[src/rtl/core_xbar_pkg.sv]
// Shared constants and response-tracking payload for the core-to-memory crossbar.
package core_xbar_pkg;

    localparam int unsigned XBAR_DATA_WIDTH = 32;
    localparam int unsigned BE_W            = XBAR_DATA_WIDTH / 8;
    localparam logic [31:0] XBAR_ERR_RDATA  = 32'hDEAD_BEEF;

    // Index widths sized for the largest supported port count (8)
    localparam int unsigned XBAR_MAX_PORTS = 8;
    localparam int unsigned MST_IDX_W      = $clog2(XBAR_MAX_PORTS);
    localparam int unsigned SLV_IDX_W      = $clog2(XBAR_MAX_PORTS);

    typedef struct packed {
        logic                 valid;
        logic                 err;
        logic [SLV_IDX_W-1:0] sel;
    } resp_t;

endpackage

[src/rtl/core_mem_xbar_rr_arb.sv]
// Round-robin arbiter: one-hot combinational grant, pointer advances past each winner.
module core_xbar_rr_arb #(
    parameter int unsigned N = 2
) (
    input  logic         clk,
    input  logic         rst,
    input  logic [N-1:0] req_i,
    output logic [N-1:0] gnt_c
);

    localparam int unsigned PTR_W = (N > 1) ? $clog2(N) : 1;

    logic [PTR_W-1:0] rr_q;
    logic [PTR_W-1:0] rr_d;
    logic [PTR_W-1:0] win;
    logic [PTR_W-1:0] idx;
    logic             found;

    // Scan from the pointer upwards, wrapping, and take the first requester
    always_comb begin
        gnt_c = '0;
        found = 1'b0;
        win   = '0;
        idx   = '0;
        for (int unsigned i = 0; i < N; i++) begin
            idx = PTR_W'((32'(rr_q) + i) % N);
            if (!found && req_i[idx]) begin
                found      = 1'b1;
                win        = idx;
                gnt_c[idx] = 1'b1;
            end
        end
        rr_d = rr_q;
        if (found) begin
            rr_d = (32'(win) == N - 1) ? '0 : win + PTR_W'(1);
        end
    end

    always_ff @(posedge clk) begin
        if (rst) begin
            rr_q <= '0;
        end else begin
            rr_q <= rr_d;
        end
    end

endmodule

[src/rtl/core_mem_xbar.sv]
// Core-to-SRAM crossbar: address decode, per-slave round-robin, fixed-latency responses.
// Define CORE_XBAR_RESP_REG_EN to add an output register stage on the response path.
module core_mem_xbar
    import core_xbar_pkg::*;
#(
    parameter int unsigned NB_MASTER      = 2,
    parameter int unsigned NB_SLAVE       = 2,
    parameter int unsigned ADDR_WIDTH     = 32,
    parameter int unsigned DATA_WIDTH     = 32,
    parameter int unsigned MEM_ADDR_WIDTH = 13,
    parameter logic [NB_SLAVE*ADDR_WIDTH-1:0] START_ADDR = {32'h2000_0000, 32'h1000_0000},
    parameter logic [NB_SLAVE*ADDR_WIDTH-1:0] END_ADDR   = {32'h2000_ffff, 32'h1000_ffff}
) (
    input  logic                                 clk,
    input  logic                                 rst,
    input  logic [NB_MASTER-1:0]                 m_req_i,
    output logic [NB_MASTER-1:0]                 m_gnt_o,
    output logic [NB_MASTER-1:0]                 m_rvalid_o,
    output logic [NB_MASTER-1:0]                 m_err_o,
    input  logic [NB_MASTER-1:0]                 m_we_i,
    input  logic [NB_MASTER*(DATA_WIDTH/8)-1:0]  m_be_i,
    input  logic [NB_MASTER*ADDR_WIDTH-1:0]      m_addr_i,
    input  logic [NB_MASTER*DATA_WIDTH-1:0]      m_wdata_i,
    output logic [NB_MASTER*DATA_WIDTH-1:0]      m_rdata_o,
    output logic [NB_SLAVE-1:0]                  mem_req_o,
    output logic [NB_SLAVE-1:0]                  mem_we_o,
    output logic [NB_SLAVE*(DATA_WIDTH/8)-1:0]   mem_be_o,
    output logic [NB_SLAVE*MEM_ADDR_WIDTH-1:0]   mem_addr_o,
    output logic [NB_SLAVE*DATA_WIDTH-1:0]       mem_wdata_o,
    input  logic [NB_SLAVE*DATA_WIDTH-1:0]       mem_rdata_i
);

    localparam int unsigned BYTES   = DATA_WIDTH / 8;
    localparam int unsigned OFF_W   = $clog2(BYTES);
    localparam int unsigned ERR_REP = (DATA_WIDTH + 31) / 32;
    localparam logic [DATA_WIDTH-1:0] ERR_DATA = DATA_WIDTH'({ERR_REP{XBAR_ERR_RDATA}});

    logic [NB_MASTER-1:0]      hit;
    logic [SLV_IDX_W-1:0]      sel      [NB_MASTER];
    logic [NB_MASTER-1:0]      slv_req  [NB_SLAVE];
    logic [NB_MASTER-1:0]      slv_gnt  [NB_SLAVE];
    resp_t                     resp_d   [NB_MASTER];
    resp_t                     resp_q   [NB_MASTER];
    logic [NB_MASTER-1:0]      rvalid_d;
    logic [NB_MASTER-1:0]      err_d;
    logic [NB_MASTER*DATA_WIDTH-1:0] rdata_d;

    // Region decode; scanning downwards lets the lowest matching slave win
    always_comb begin
        for (int m = 0; m < NB_MASTER; m++) begin
            hit[m] = 1'b0;
            sel[m] = '0;
            for (int s = NB_SLAVE - 1; s >= 0; s--) begin
                if ((m_addr_i[m*ADDR_WIDTH +: ADDR_WIDTH] >= START_ADDR[s*ADDR_WIDTH +: ADDR_WIDTH]) &&
                    (m_addr_i[m*ADDR_WIDTH +: ADDR_WIDTH] <= END_ADDR[s*ADDR_WIDTH +: ADDR_WIDTH])) begin
                    hit[m] = 1'b1;
                    sel[m] = SLV_IDX_W'(s);
                end
            end
        end
    end

    always_comb begin
        for (int s = 0; s < NB_SLAVE; s++) begin
            for (int m = 0; m < NB_MASTER; m++) begin
                slv_req[s][m] = m_req_i[m] & hit[m] & (sel[m] == SLV_IDX_W'(s));
            end
        end
    end

    for (genvar s = 0; s < NB_SLAVE; s++) begin : g_arb
        core_xbar_rr_arb #(
            .N (NB_MASTER)
        ) u_arb (
            .clk   (clk),
            .rst   (rst),
            .req_i (slv_req[s]),
            .gnt_c (slv_gnt[s])
        );
    end

    // Unmapped requests are granted at once; mapped ones follow their slave's arbiter
    always_comb begin
        m_gnt_o     = m_req_i & ~hit;
        mem_req_o   = '0;
        mem_we_o    = '0;
        mem_be_o    = '0;
        mem_addr_o  = '0;
        mem_wdata_o = '0;
        for (int s = 0; s < NB_SLAVE; s++) begin
            for (int m = 0; m < NB_MASTER; m++) begin
                if (slv_gnt[s][m]) begin
                    m_gnt_o[m]   = 1'b1;
                    mem_req_o[s] = 1'b1;
                    mem_we_o[s]  = m_we_i[m];
                    mem_be_o[s*BYTES +: BYTES] = m_be_i[m*BYTES +: BYTES];
                    mem_addr_o[s*MEM_ADDR_WIDTH +: MEM_ADDR_WIDTH] = MEM_ADDR_WIDTH'(
                        (m_addr_i[m*ADDR_WIDTH +: ADDR_WIDTH] -
                         START_ADDR[s*ADDR_WIDTH +: ADDR_WIDTH]) >> OFF_W);
                    mem_wdata_o[s*DATA_WIDTH +: DATA_WIDTH] = m_wdata_i[m*DATA_WIDTH +: DATA_WIDTH];
                end
            end
        end
        for (int m = 0; m < NB_MASTER; m++) begin
            resp_d[m].valid = m_gnt_o[m];
            resp_d[m].err   = ~hit[m];
            resp_d[m].sel   = sel[m];
        end
    end

    always_ff @(posedge clk) begin
        if (rst) begin
            for (int m = 0; m < NB_MASTER; m++) begin
                resp_q[m] <= '0;
            end
        end else begin
            for (int m = 0; m < NB_MASTER; m++) begin
                resp_q[m] <= resp_d[m];
            end
        end
    end

    // Route the selected SRAM word (or the error pattern) back to each master
    always_comb begin
        rvalid_d = '0;
        err_d    = '0;
        rdata_d  = '0;
        for (int m = 0; m < NB_MASTER; m++) begin
            rvalid_d[m] = resp_q[m].valid;
            err_d[m]    = resp_q[m].valid & resp_q[m].err;
            if (resp_q[m].valid) begin
                if (resp_q[m].err) begin
                    rdata_d[m*DATA_WIDTH +: DATA_WIDTH] = ERR_DATA;
                end else begin
                    for (int s = 0; s < NB_SLAVE; s++) begin
                        if (resp_q[m].sel == SLV_IDX_W'(s)) begin
                            rdata_d[m*DATA_WIDTH +: DATA_WIDTH] = mem_rdata_i[s*DATA_WIDTH +: DATA_WIDTH];
                        end
                    end
                end
            end
        end
    end

`ifdef CORE_XBAR_RESP_REG_EN
    logic [NB_MASTER-1:0]            rvalid_q;
    logic [NB_MASTER-1:0]            err_q;
    logic [NB_MASTER*DATA_WIDTH-1:0] rdata_q;

    always_ff @(posedge clk) begin
        if (rst) begin
            rvalid_q <= '0;
            err_q    <= '0;
            rdata_q  <= '0;
        end else begin
            rvalid_q <= rvalid_d;
            err_q    <= err_d;
            rdata_q  <= rdata_d;
        end
    end

    assign m_rvalid_o = rvalid_q;
    assign m_err_o    = err_q;
    assign m_rdata_o  = rdata_q;
`else
    assign m_rvalid_o = rvalid_d;
    assign m_err_o    = err_d;
    assign m_rdata_o  = rdata_d;
`endif

endmodule
[config.mk]
export PLATFORM = sky130hd
export DESIGN_NAME = core_mem_xbar
export DESIGN_NICKNAME = d
export VERILOG_FILES = /design/src/rtl/core_xbar_pkg.sv /design/src/rtl/core_mem_xbar_rr_arb.sv /design/src/rtl/core_mem_xbar.sv
export SDC_FILE = /design/constraint.sdc
export NUM_CORES = 1
export LEC_CHECK = 0
export CELL_PAD_IN_SITES_DETAIL_PLACEMENT = 1
export CELL_PAD_IN_SITES_GLOBAL_PLACEMENT = 2
export CORE_ASPECT_RATIO = 0.5
export CORE_MARGIN = 2
export CORE_UTILIZATION = 12
export CTS_CLUSTER_SIZE = 14
export DETAILED_ROUTE_END_ITERATION = 8
export GPL_TIMING_DRIVEN = 1
export PLACE_DENSITY_LB_ADDON = 0.12
export SLEW_MARGIN = 25
export SYNTH_ARGS = -nofsm -noshare
export SYNTH_HDL_FRONTEND = slang
export SYNTH_SLANG_ARGS = --single-unit
[constraint.sdc]
create_clock -name clk -period 4.8 [get_ports clk]
set_input_delay 0.48 -clock clk [delete_from_list [all_inputs] [get_ports clk]]
set_output_delay 0.48 -clock clk [all_outputs]
set_load 0.01 [all_outputs]
-- Yosys cells after proc, flatten, opt, wreduce, memory -nomap -nowiden
Memory sizes are Yosys's and may differ from the RTL's.
Cells that the tools add are included.
W data, S select, Z words.
- input port bits: 206
- memories kept: 1
- bits in writable memories: 10
- logic and storage cells: 138
- register bits: 2
- output and inout bits: 172
- memory list (memory ; words ; bits a word ; read ports ; clocked after memory_dff ; write ports ; line ; text):
    resp_q ; 2 ; 5 ; 2 ; 0 ; 2 ; core_mem_xbar.sv:43 ; resp_t resp_q [NB_MASTER];
- add/subtract/negate cells: 8
- order comparisons: 16
- reduce and logical (&&, ||, !) cells: 16
- mux-type cells: 75
- bitwise logic cells: 16
- equal/unequal tests: 4
- operator list (kind ; number):
    $mux W32 ; 12
    $ge A32 B29 Y1 const B ; 2
    $ge A32 B30 Y1 const B ; 2
    $le A32 B29 Y1 const B ; 2
    $le A32 B30 Y1 const B ; 2
    $sub A15 B1 Y15 const B ; 4
    $mux W13 ; 4
    $mux W1 ; 44
    $mux W4 ; 4
    $eq A3 B1 Y1 const B ; 4
    $logic_not A3 Y1 ; 4
    $logic_and A1 B1 Y1 ; 10
    $mux W5 ; 2
    $and A1 B1 Y1 ; 8
    $lt A1 B2 Y1 const B ; 4
    $mux W2 ; 4
    $add A1 B1 Y1 const B ; 4
    $demux W1 S1 ; 4
    $ge A1 B1 Y1 const B ; 4
    $or A2 B2 Y2 ; 2
    $mux W3 ; 1
    $and A2 B2 Y2 ; 1
    $logic_not A1 Y1 ; 2
    $not A1 Y1 ; 2
    other kinds (2) ; 3

-- Longest topological paths before layout
- depth after elaboration: 15
- depth in mapped cells: 6
- depth with buffers taken out: 4

-- By module
Synthesis repeated with hierarchy kept, for this count alone.
- cells, all modules: 429
- area, all modules: 3181.8 um2
- modules (own cells, without submodules) (module ; cells each ; instances ; seq. area each (um2) ; area an instance (um2)):
    core_mem_xbar ; 417 ; 1 ; 120.1 ; 3081.7
    core_xbar_rr_arb ; 6 ; 2 ; 20.0 ; 50.0

-- Worst setup path after synthesis
No wires, ideal clock.
- path kind: input-to-output
- from: in m_addr_i[25]
- to: out mem_addr_o[0]
- buffers on the path: 2
- stages on the path: 6
- slack: 2.422 ns
- arrival time: 1.898 ns
- data required time: 4.320 ns
- cell sequence: nor4_2 nand4_2 buf_6 o311a_4 buf_6 a22o_1
- word-level cells in the longest chain between the ends: 14
- elaborated cells between the ends (all ways): 25
- those cells by class: order compare (4); mux (13); bitwise (3); reduce/logical (5)
- ends and longest elaborated chain (item ; line ; text):
    from (decl) ; core_mem_xbar.sv:22 ; input logic [NB_MASTER*ADDR_WIDTH-1:0] m_addr_i,
    $ge A32 B30 Y1 / $le A32 B30 Y1 (equally long branches) ; core_mem_xbar.sv:54, core_mem_xbar.sv:55 ;
    $logic_and A1 B1 Y1 ; core_mem_xbar.sv:54 ; if ((m_addr_i[m*ADDR_WIDTH +: ADDR_WIDTH] >= START_ADDR[s*ADDR_WIDTH +: ADDR_WIDTH]) &&
    $mux W1 (2 in a row) ; core_mem_xbar.sv:54 ;
    $logic_not A3 Y1 / $and A1 B1 Y1 (equally long branches) ; core_mem_xbar.sv:66 ; slv_req[s][m] = m_req_i[m] & hit[m] & (sel[m] == SLV_IDX_W'(s));
    $and A1 B1 Y1 * ; core_mem_xbar.sv:66 ;
    $mux W1 (not written as such) (2 in a row) ; core_mem_xbar_rr_arb.sv:27 ; if (!found && req_i[idx]) begin
    $mux W1 ; core_mem_xbar_rr_arb.sv:27 ;
    $logic_not A1 Y1 ; core_mem_xbar_rr_arb.sv:27 ;
    $logic_and A1 B1 Y1 ; core_mem_xbar_rr_arb.sv:27 ;
    $mux W2 * ; core_mem_xbar_rr_arb.sv:27 ;
    $mux W13 ; core_mem_xbar.sv:92 ; if (slv_gnt[s][m]) begin
    $mux W13 * ; core_mem_xbar.sv:92 ;
    to (decl) ; core_mem_xbar.sv:28 ; output logic [NB_SLAVE*MEM_ADDR_WIDTH-1:0] mem_addr_o,
Every way passes the cells marked *; elsewhere a longest branch is shown, timed or not. The select of a mux whose other input is x is not followed.

-- Final worst setup path
- from: in m_addr_i[17]
- to: out mem_wdata_o[15]
- word-level cells in the longest chain between the ends: 14
- elaborated cells between the ends (all ways): 25
- those cells by class: order compare (4); mux (13); bitwise (3); reduce/logical (5)
- ends and longest elaborated chain (item ; line ; text):
    $ge A32 B30 Y1 / $le A32 B30 Y1 (equally long branches) ; core_mem_xbar.sv:54, core_mem_xbar.sv:55 ;
    $logic_and A1 B1 Y1 ; core_mem_xbar.sv:54 ;
    $mux W1 (2 in a row) ; core_mem_xbar.sv:54 ;
    $logic_not A3 Y1 / $and A1 B1 Y1 (equally long branches) ; core_mem_xbar.sv:66 ;
    $and A1 B1 Y1 * ; core_mem_xbar.sv:66 ;
    $mux W1 (not written as such) (2 in a row) ; core_mem_xbar_rr_arb.sv:27 ;
    $mux W1 ; core_mem_xbar_rr_arb.sv:27 ;
    $logic_not A1 Y1 ; core_mem_xbar_rr_arb.sv:27 ;
    $logic_and A1 B1 Y1 ; core_mem_xbar_rr_arb.sv:27 ;
    $mux W2 * ; core_mem_xbar_rr_arb.sv:27 ;
    $mux W32 ; core_mem_xbar.sv:92 ;
    $mux W32 * ; core_mem_xbar.sv:92 ;
    to (decl) ; core_mem_xbar.sv:29 ; output logic [NB_SLAVE*DATA_WIDTH-1:0] mem_wdata_o,
Marked as above.

==> reports/results.ini <==
[synthesis]
synth_edf_count=0
syn_area_per_cell_um2=8.31
syn_nets=546
ys_warn_count=0
synth_seq_cells=8
synthesis.area_um2=2830
async_reset_ff_share_pct=0
yosysSeqAreaShare_pct=5.67
synth-main-ff-cell=dfxtp_1
syn_inst=340
yosysUniqueCellTypes=33

[die]
die_h_um=112
core_area_um2=23000
dieArea_um2=24900
die_x_um=221
start_util_pct=12.3
rows=39
ios=378

[sta]
rsz0062_at_grt=no
fin_crit_sh_pct=82.1
fin_setup_tns_ns=0
fin_crit_ns=3.94
slew_violations=0
relSlewSlack_pct=33.7
tightest_slew_ns=0.994
setup_viol=0
skew_ns=0.000684
clock.fmax_mhz=254
hold_viol_final=0

[drt]
wl_per_cell_um=19.6
drc_errors=0
vias=4237
wirelength_um=19200
first_pass_iters=4
ant_nets=0
via_per_inst=4.31
drt-initial-drc-count=124

[power]
power_w=0.000544
ir_drop_uv=64.2
power_density_nw_per_um2=79.5
power_leakage_nw=2.29

[hold_path]
min_path_cells=2
min_path_type=reg -> reg

[placed_design]
dp_hpwl_um=14400
port_buffers=371
placed_area_um2=6770
gp_congestion=0.700

[setup_path]
critPathSlowestCell=clkdlybuf4s50_1
cp.arrival_ns=3.46
reg2reg_slack_ns=3.76
critPathCaptureType=output pin
start_kind=input pin
r2r_end=resp_q[0][2]
required_ns=4.32
path_max_fanout=50
path_common_cell=clkdlybuf4s50_1
worstPathCellList=clkdlybuf4s50_1 > nor4_4 > nand4_2 > a311oi_4 > buf_4 > a22o_1 > clkdlybuf4s50_1
critPathKind=in -> out
reg2regPathDepth=2
critPathMaxStageDelay_ns=0.58

[cts]
clock_latency_ns=0.23
ctsResizeCount=0
cts_sinks=8
root_buffer=clkbuf_16
h-tree-depth=1
clock_path_buffers=2
post_cts_buffers=0
cts_buffers=3
holdBufCountCts=0
cts_tree=built
clkSlewWorstSetupHoldPaths_ns=0.03

[final_layout]
finish.net_count=882
final_core_util_pct=29.8
fin_area_um2=6850
syn_to_final_growth_pct=142
drive_gt1_share_pct=10.4

[job]
drv_cap=0

[global_routing]
grt-ovfl-total=0
grt_util_all_layers_pct=14.4
antenna_found_initial=1
grt_pass1_wl_um=28800
grt_pass1_vias=4715
grt_max_degree=51

[outcome]
status=completed

## Yosys cell counts, types with 3 or more instances
master | n | area, µm²
a22o_1 | 100 | 876
mux2_2 | 48 | 541
o21a_1 | 48 | 360
clkbuf_1 | 25 | 93.8
nor2_1 | 23 | 86.3
mux2i_1 | 16 | 160
buf_2 | 11 | 55.1
dfxtp_1 | 8 | 160
buf_6 | 6 | 67.6
nand2b_1 | 6 | 37.5
buf_4 | 4 | 30.0
o21ai_0 | 4 | 20.0
and2_1 | 3 | 18.8
buf_1 | 3 | 11.3
nand4_1 | 3 | 18.8
nor4_1 | 3 | 18.8
## report_power, final
| part | internal (W) | switching [W] | leakage, nW |
|---|---|---|---|
| sequential | 0.0000687 | 0.000000497 | 0.0668 |
| clock | 0.000107 | 0.0000308 | 0.0370 |
| combinational | 0.000225 | 0.000112 | 2.18 |
| total | 0.000401 | 0.000144 | 2.29 |
## stage by stage
| stage | instances | hold slack (ns) | setup slack (ns) |
|---|---|---|---|
| 6_report | 982 | 0.609 | 0.859 |
| 5_1_grt | 981 | 0.669 | 0.670 |
| 4_1_cts | 981 | 0.620 | 0.826 |
| 3_5_place_dp | 978 | 0.617 | 0.845 |
| 3_3_place_gp | 978 | 0.594 | 0.805 |
| 2_1_floorplan | 340 | 0.512 | 2.42 |
## layout make-up
class | instances | area (µm²)
timing repair buffer | 380 | 3790
tap | 307 | 384
multi-input combinational | 283 | 2430
sequential | 8 | 163
fill | 2660 | 16100
clock buffer | 3 | 75.1
antenna | 1 | 2.50
## worst max-delay path by stage
stage                                  to         start  slack, ns
after floorplan             mem_addr_o[0]  m_addr_i[25]       2.42
after global placement    mem_wdata_o[15]  m_addr_i[17]       0.81
after detailed placement    mem_addr_o[6]  m_addr_i[17]       0.85
after CTS                   mem_addr_o[6]  m_addr_i[17]       0.83
after global routing      mem_wdata_o[19]  m_addr_i[17]       0.67
final                     mem_wdata_o[15]  m_addr_i[17]       0.86
## logic make-up (layout without fill, tap and decap cells)
kind of cell / Yosys count / in the layout / synth area share (%)
compound gates: 166 / 166 / 49.2
mux: 64 / 64 / 24.8
simple gates: 53 / 53 / 11.2
buf+inv: 49 / 383 / 9.12
flops: 8 / 8 / 5.67
other cells: 0 / 1 / 0
## layout by cell type (no fill, tap or decap), types with 3 or more instances in the layout
master,instances
clkdlybuf4s50_1,371
a22o_1,100
mux2_2,48
o21a_1,48
nor2_1,23
mux2i_1,16
buf_4,8
nand2b_1,6
dfxtp_1,6
o21ai_0,4
nor4_1,3
and2_1,3
nand4_1,3
clkbuf_16,3
## worst max-delay path, delay by kind of cell
| kind | cells | cell delay (ns) |
|---|---|---|
| simple gates | 2 | 0.73 |
| compound gates | 2 | 0.61 |
| buf+inv | 3 | 1.61 |
## layer usage
metal	vias to the layer above	routed length, µm	GRT usage, %	share of wire, %
li1	2034	-	-	-
met2	146	9850	27.1	51
met4	0	262	2.64	1.4
met5	-	0	0	0
met3	17	1040	2.91	5.4
met1	2040	8060	17.2	42
(Power assumes the default switching activity.)
